===== src/rtl/mem_port_arbiter.sv =====
// rtl/mem_port_arbiter.sv - fetch/data arbiter in front of a single-port variable-latency memory
//
// Ports:
//   clk, reset                  clock and synchronous active-low reset
//   if_req, if_addr             fetch request, held until if_valid
//   if_rdata, if_valid          fetched instruction and its one-cycle completion pulse
//   dm_req, dm_we, dm_addr,     data request (load/store), held until dm_valid
//   dm_wdata
//   dm_rdata, dm_valid          load data and its one-cycle completion pulse
//   stall_if, stall_mem         combinational stall requests to the hazard logic
//   mem_req, mem_we, mem_addr,  registered request toward memory, held until ack or abort
//   mem_wdata
//   mem_rdata, mem_ack          memory response, single-cycle ack
//   err                         one-cycle pulse when an access is aborted on timeout
module mem_port_arbiter #(
    parameter int AW          = 32,
    parameter int DW          = 32,
    parameter int MAX_DSTREAK = 4,
    parameter int TIMEOUT     = 64
) (
    input  logic          clk,
    input  logic          reset,
    input  logic          if_req,
    input  logic [AW-1:0] if_addr,
    output logic [DW-1:0] if_rdata,
    output logic          if_valid,
    input  logic          dm_req,
    input  logic          dm_we,
    input  logic [AW-1:0] dm_addr,
    input  logic [DW-1:0] dm_wdata,
    output logic [DW-1:0] dm_rdata,
    output logic          dm_valid,
    output logic          stall_if,
    output logic          stall_mem,
    output logic          mem_req,
    output logic          mem_we,
    output logic [AW-1:0] mem_addr,
    output logic [DW-1:0] mem_wdata,
    input  logic [DW-1:0] mem_rdata,
    input  logic          mem_ack,
    output logic          err
);

    localparam int SW = (MAX_DSTREAK < 1) ? 1 : $clog2(MAX_DSTREAK + 1);
    localparam int TW = (TIMEOUT < 2) ? 1 : $clog2(TIMEOUT);
    localparam logic [SW-1:0] STREAK_MAX = SW'(MAX_DSTREAK);
    localparam logic [TW-1:0] TO_LAST    = TW'(TIMEOUT - 1);

    typedef enum logic [1:0] {
        IDLE   = 2'd0,
        BUSY_I = 2'd1,
        BUSY_D = 2'd2
    } state_t;

    state_t        state;
    logic [SW-1:0] streak;
    logic [TW-1:0] tcnt;
    logic          if_want;
    logic          dm_want;

    // A requester whose valid is high is still holding the tail of the
    // access that just completed; it must not win a second grant.
    always_comb begin
        if_want = if_req & ~if_valid;
        dm_want = dm_req & ~dm_valid;
    end

    assign stall_if  = if_req & ~if_valid;
    assign stall_mem = dm_req & ~dm_valid;

    always_ff @(posedge clk) begin
        if (!reset) begin
            state     <= IDLE;
            streak    <= '0;
            tcnt      <= '0;
            mem_req   <= 1'b0;
            mem_we    <= 1'b0;
            mem_addr  <= '0;
            mem_wdata <= '0;
            if_rdata  <= '0;
            dm_rdata  <= '0;
            if_valid  <= 1'b0;
            dm_valid  <= 1'b0;
            err       <= 1'b0;
        end else begin
            if_valid <= 1'b0;
            dm_valid <= 1'b0;
            err      <= 1'b0;
            case (state)
                IDLE: begin
                    // Data wins unless a fetch is waiting and data has
                    // already taken MAX_DSTREAK grants in a row.
                    if (dm_want && (!if_want || streak != STREAK_MAX)) begin
                        state     <= BUSY_D;
                        mem_req   <= 1'b1;
                        mem_we    <= dm_we;
                        mem_addr  <= dm_addr;
                        mem_wdata <= dm_wdata;
                        tcnt      <= '0;
                        streak    <= if_want ? streak + SW'(1) : '0;
                    end else if (if_want) begin
                        state     <= BUSY_I;
                        mem_req   <= 1'b1;
                        mem_we    <= 1'b0;
                        mem_addr  <= if_addr;
                        mem_wdata <= '0;
                        tcnt      <= '0;
                        streak    <= '0;
                    end
                end
                BUSY_I, BUSY_D: begin
                    if (mem_ack) begin
                        state   <= IDLE;
                        mem_req <= 1'b0;
                        mem_we  <= 1'b0;
                        if (state == BUSY_I) begin
                            if_rdata <= mem_rdata;
                            if_valid <= 1'b1;
                        end else begin
                            if (!mem_we) begin
                                dm_rdata <= mem_rdata;
                            end
                            dm_valid <= 1'b1;
                        end
                    end else if (tcnt == TO_LAST) begin
                        // Dead memory: complete the access with zero data
                        // so the pipeline can proceed, and flag it.
                        state   <= IDLE;
                        mem_req <= 1'b0;
                        mem_we  <= 1'b0;
                        err     <= 1'b1;
                        if (state == BUSY_I) begin
                            if_rdata <= '0;
                            if_valid <= 1'b1;
                        end else begin
                            dm_rdata <= '0;
                            dm_valid <= 1'b1;
                        end
                    end else begin
                        tcnt <= tcnt + TW'(1);
                    end
                end
                default: state <= IDLE;
            endcase
        end
    end

endmodule

===== config.mk =====
export PLATFORM = sky130hd
export DESIGN_NAME = mem_port_arbiter
export DESIGN_NICKNAME = d
export VERILOG_FILES = /design/src/rtl/mem_port_arbiter.sv
export SDC_FILE = /design/constraint.sdc
export NUM_CORES = 1
export LEC_CHECK = 0
export CAP_MARGIN = 40
export CORE_MARGIN = 3
export CORE_UTILIZATION = 42
export DETAILED_ROUTE_END_ITERATION = 8
export GPL_TIMING_DRIVEN = 0
export PLACE_DENSITY = 0.91
export SLEW_MARGIN = 20
export SYNTH_ARGS = -nofsm -noshare
export SYNTH_HDL_FRONTEND = slang
export SYNTH_SLANG_ARGS = --single-unit

===== constraint.sdc =====
create_clock -name clk -period 1.9 [get_ports clk]
set_input_delay 0.38 -clock clk [delete_from_list [all_inputs] [get_ports clk]]
set_output_delay 0.38 -clock clk [all_outputs]
set_load 0.03 [all_outputs]

# Word level (Yosys, flattened, before mapping)

Cells that the tools add are included.

Output and inout bits: 135
Flip-flop bits (word level): 144

Bitwise gates (word level): 7
Mux-type cells: 41
Reductions and logical operators: 16
$add $sub $neg: 2
Equal/unequal tests: 9

Operator list:

| operator                                                         | count |
|---|---|
| 32-bit two-way mux                                               | 13 |
| 6-bit two-way mux                                                | 4 |
| 1-bit two-way mux                                                | 13 |
| 6-bit one-hot mux with 2 select lines                            | 1 |
| 3-bit two-way mux                                                | 3 |
| 3-bit != test (second input constant)                            | 3 |
| 2-bit two-way mux                                                | 4 |
| 4-bit AND reduction                                              | 2 |
| 6-bit by 1-bit adder with 6-bit output (second input constant)   | 1 |
| 6-bit == test (second input constant)                            | 1 |
| 2-bit != test (second input constant)                            | 3 |
| 2-bit AND reduction                                              | 3 |
| 3-bit AND reduction                                              | 2 |
| 2-bit nonzero test                                               | 3 |
| 1-bit inverter                                                   | 5 |
| 1-bit one-hot mux with 2 select lines                            | 2 |
| 2-bit one-hot mux with 2 select lines                            | 1 |
| 3-bit by 1-bit adder with 3-bit output (second input constant)   | 1 |
| 3-bit OR reduction                                               | 1 |
| 1-bit bitwise AND                                                | 2 |
| 2-bit by 1-bit == test with 1-bit output (second input constant) | 1 |
| 2-bit == test (second input constant)                            | 1 |
| 2-bit logical NOT                                                | 1 |
| 2-bit OR reduction                                               | 1 |
| other kinds (3)                                                  | 3 |

# Longest topological paths before layout

Depth after elaboration: 7
Mapped depth: 9
Mapped depth without buffers: 7

# Worst setup path after synthesis

OpenSTA, ideal clock, no wires.

Kind: register to register
Start point: register state[0]
End point: register if_rdata[0]
Stages on the path, launching flop included: 10
Slack: 0.249 ns
Required time: 1.768 ns
Data arrival time: 1.518 ns
Path buffers: 2
Cell sequence: dfxtp_1 inv_1 ha_1 buf_2 nand4_1 o21ai_2 nand2_1 buf_2 nand2_1 a21oi_1

Longest elaborated chain between the ends: 3

Ends and longest elaborated chain:

| what                                                                             | line         | source |
|---|---|---|
| start: declaration                                                               | 55           | `state_t state;` |
| start signal: assignment                                                         | 73           | `state <= IDLE;` |
| start signal: assignment                                                         | 94           | `state <= BUSY_D;` |
| start signal: assignment                                                         | 102          | `state <= BUSY_I;` |
| 2-bit by 1-bit == test with 1-bit output / 2-bit == test (equally long branches) | 89, 116, 132 |  |
| 2-bit OR reduction                                                               | 89           | `case (state)` |
| 3-bit AND reduction (no source line) (*)                                         | -            |  |
| end signal: assignment                                                           | 117          | `if_rdata <= mem_rdata;` |
| end: declaration                                                                 | 25           | `output logic [DW-1:0] if_rdata,` |

Mark *: on every way between the ends. The rest lies on a longest branch, timed or not.
A chain may end at the register's enable or synchronous reset.

# Final worst setup path

Start point: register dm_valid
End point: output dm_valid

RTL lines:

| what                     | line | source |
|---|---|---|
| start: declaration       | 32   | `output logic dm_valid,` |
| start signal: assignment | 83   | `dm_valid <= 1'b0;` |
| start signal: assignment | 87   | `dm_valid <= 1'b0;` |
| start signal: assignment | 123  | `dm_valid <= 1'b1;` |

No word-level cell between the ends.

==> impl_metrics.env <==
export IMPL_areaGrowthSynthToFinish_pct=58.07
export IMPL_place_congestion=0.8619
export IMPL_initial_utilization=0.4341
export IMPL_setup_viol=0
export IMPL_power_leakage_uw=0.003577
export IMPL_seqCellArea_sq_um=2884
export IMPL_async_reset_ff_frac=0
export IMPL_ys_seq_elements=144
export IMPL_irDropWorstVdd_mv=0.7900
export IMPL_yosys_warnings=0
export IMPL_grt_max_degree=17
export IMPL_ys_types=49
export IMPL_hold_depth=2
export IMPL_ioPinCount=269
export IMPL_grt_pass1_wl_um=30460
export IMPL_cp_cell_sequence="clkdlybuf4s50_1"
export IMPL_multi_input_area_sq_um=2810
export IMPL_ant_nets=0
export IMPL_min_period_ns=1.866
export IMPL_seq_area_frac_synth=0.4748
export IMPL_cts_inserted_buffers=17
export IMPL_final_layout_size_suffix_gt1_frac=0.1444
export IMPL_fmax_mhz=536.0
export IMPL_rsz0062_at_grt="false"
export IMPL_worst_path_buf_inv=1
export IMPL_cts_root_buffer="clkbuf_16"
export IMPL_num_vias=6044
export IMPL_dieArea_sq_um=15940
export IMPL_drt_iter0_drc=388
export IMPL_dp_final_hpwl_um=14710
export IMPL_max_cap_violations=0
export IMPL_rows=43
export IMPL_die_x_um=126.2
export IMPL_cts_hold_buffers=0
export IMPL_place_port_buffers=267
export IMPL_syn_num_nets=783
export IMPL_cp_required_ns=1.52
export IMPL_n_fill_cell=1059
export IMPL_grt_usage=0.2361
export IMPL_hold_viol=0
export IMPL_grt_pass1_vias=5923
export IMPL_setup_worst_path_end_class="primary output"
export IMPL_syn_area_per_cell_sq_um=9.429
export IMPL_worst_pin_slew_ns=0.7264
export IMPL_critical_path_max_fanout=2
export IMPL_cts_sinks=144
export IMPL_hold_path_class="reg -> reg"
export IMPL_wl_per_cell_um=17.25
export IMPL_wl_um=19360
export IMPL_finalCritPeriodShare=0.9819
export IMPL_final_setup_skew_ns=0.01237
export IMPL_nets=1070
export IMPL_fin_tns_setup_ns=0
export IMPL_htreeDepth=4
export IMPL_critPathSlowestCell="clkdlybuf4s50_1"
export IMPL_crit_family="buffers and inverters"
export IMPL_path_class="reg -> out"
export IMPL_clk_pin_slew_ns=0.06
export IMPL_finalWorstSetupSlack_ns=0.03439
export IMPL_synth_edf_count=0
export IMPL_viasPerCell=5.387
export IMPL_arrival_ns=1.49
export IMPL_crit_path_max_incr_delay_ns=0.72
export IMPL_drc=0
export IMPL_p_per_area_nw_per_um2=952.8
export IMPL_core_area_sq_um=13990
export IMPL_diodes=0
export IMPL_cp_depth=1
export IMPL_place_ws_ns=-0.2810
export IMPL_antenna_found_initial=0
export IMPL_startpoint_type="flip-flop"
export IMPL_synth_cells=644
export IMPL_synth_main_ff_cell="dfxtp_1"
export IMPL_grt_ovfl_total=0
export IMPL_fp_dieH_um=126.2
export IMPL_r2r_cells=9
export IMPL_timing_slew_headroom=0.5158
export IMPL_synth_area_sq_um=6072
export IMPL_hold_ws_ns=0.4537
export IMPL_clockBufferDepth=2
export IMPL_clkLatencyLatePin_ns=0.43
export IMPL_finish_utilization=0.6861
export IMPL_cts_tree="yes"
export IMPL_firstDrtPassIters=5
export IMPL_status="finished, final reports clean"
export IMPL_slew_violations=0
routing by layer:
layer,vias up,wire length [um],track usage
met3,40,1537,0.07337
li1,2876,-,-
met5,-,0,0
met4,0,483,0.08580
met2,246,9468,0.3912
met1,2882,7867,0.2897
Yosys cell counts, drive strengths merged, types with 2 or more instances:
cell,number,area [sq um]
mux2i,33,330.3
buf,35,270.3
dfxtp,144,2883
nand3,69,375.4
nand4b,2,17.52
a22oi,33,247.7
ha,5,62.56
clkbuf,26,97.59
a21oi,37,188.9
nand4,33,206.5
nand2,46,175.2
nand2b,4,47.55
a32oi,2,17.52
inv,9,33.78
a211oi,32,375.4
o21ai,40,290.3
nor2,76,292.8
nor3,2,10.01
worst paths after layout:
check             slack [ns]                 startpoint                        end
hold / removal          0.45  if_rdata[18]$_SDFFE_PN0P_  if_rdata[18]$_SDFFE_PN0P_
hold reg to reg         0.45  if_rdata[18]$_SDFFE_PN0P_  if_rdata[18]$_SDFFE_PN0P_
setup / recovery        0.03        dm_valid$_SDFF_PN0_                   dm_valid
setup reg to reg        0.11      state[1]$_SDFFE_PN0P_       tcnt[0]$_SDFFE_PN0P_
timing repair:
item	4_1_cts	5_1_grt
resized for setup	7	23
pin swaps	1	1
setup buffers	2	0
endpoints found under the setup margin	32	67
power breakdown:
group	switching, uW	internal [uW]	leakage, uW
Clock	1210	2010	0.000276
Combinational	1460	1080	0.00213
Sequential	123	3260	0.00118
Total	2790	6350	0.00358
flip-flops by register name, summed over array words and instances, names as in the netlist:
signal,cells
mem_req,1
mem_we,1
mem_addr,32
if_rdata,32
mem_wdata,32
err,1
state,2
streak,3
tcnt,6
if_valid,1
dm_valid,1
dm_rdata,32
stage by stage:
step / total power, uW / instance area (sq um) / cells
detailed placement: 5933 / 8970 / 1091
finish: 9145 / 9598 / 1122
global route: 9506 / 9598 / 1122
CTS: 9174 / 9562 / 1123
floorplan: 4901 / 6072 / 644
global placement: 5874 / 8970 / 1091
cell type report:
class / instances / area share
Sequential cell: 144 / 0.3005
Clock inverter: 6 / 0.008604
Inverter: 9 / 0.003520
Multi-Input combinational cell: 430 / 0.2928
Timing Repair Buffer: 269 / 0.2798
Buffer: 60 / 0.04119
Tap cell: 180 / 0.02346
Clock buffer: 24 / 0.05019
cell usage in the layout, fill, tap and decap left out, types with 6 or more instances in the layout:
master	n
clkdlybuf4s50_1	264
dfxtp_1	143
nor2_1	75
nand3_1	63
nand2_1	44
a21oi_1	35
mux2i_1	33
a22oi_1	33
nand4_1	33
a211oi_2	27
clkbuf_1	26
o21ai_2	21
clkbuf_16	17
o21ai_1	16
buf_6	11
buf_2	11
buf_4	8
inv_1	6
nand3_2	6
logic make-up after synthesis:
logic type	count (synthesis)	share of synthesized area
flip-flops	144	0.4748
AND/OR/NAND/NOR	239	0.1953
buffers and inverters	70	0.06614
AO/OA/AOI/OAI	152	0.1972
multiplexers	34	0.05625
adder cells (fa/ha/maj)	5	0.01030
No activity file was read; power rests on OpenSTA's default activity.
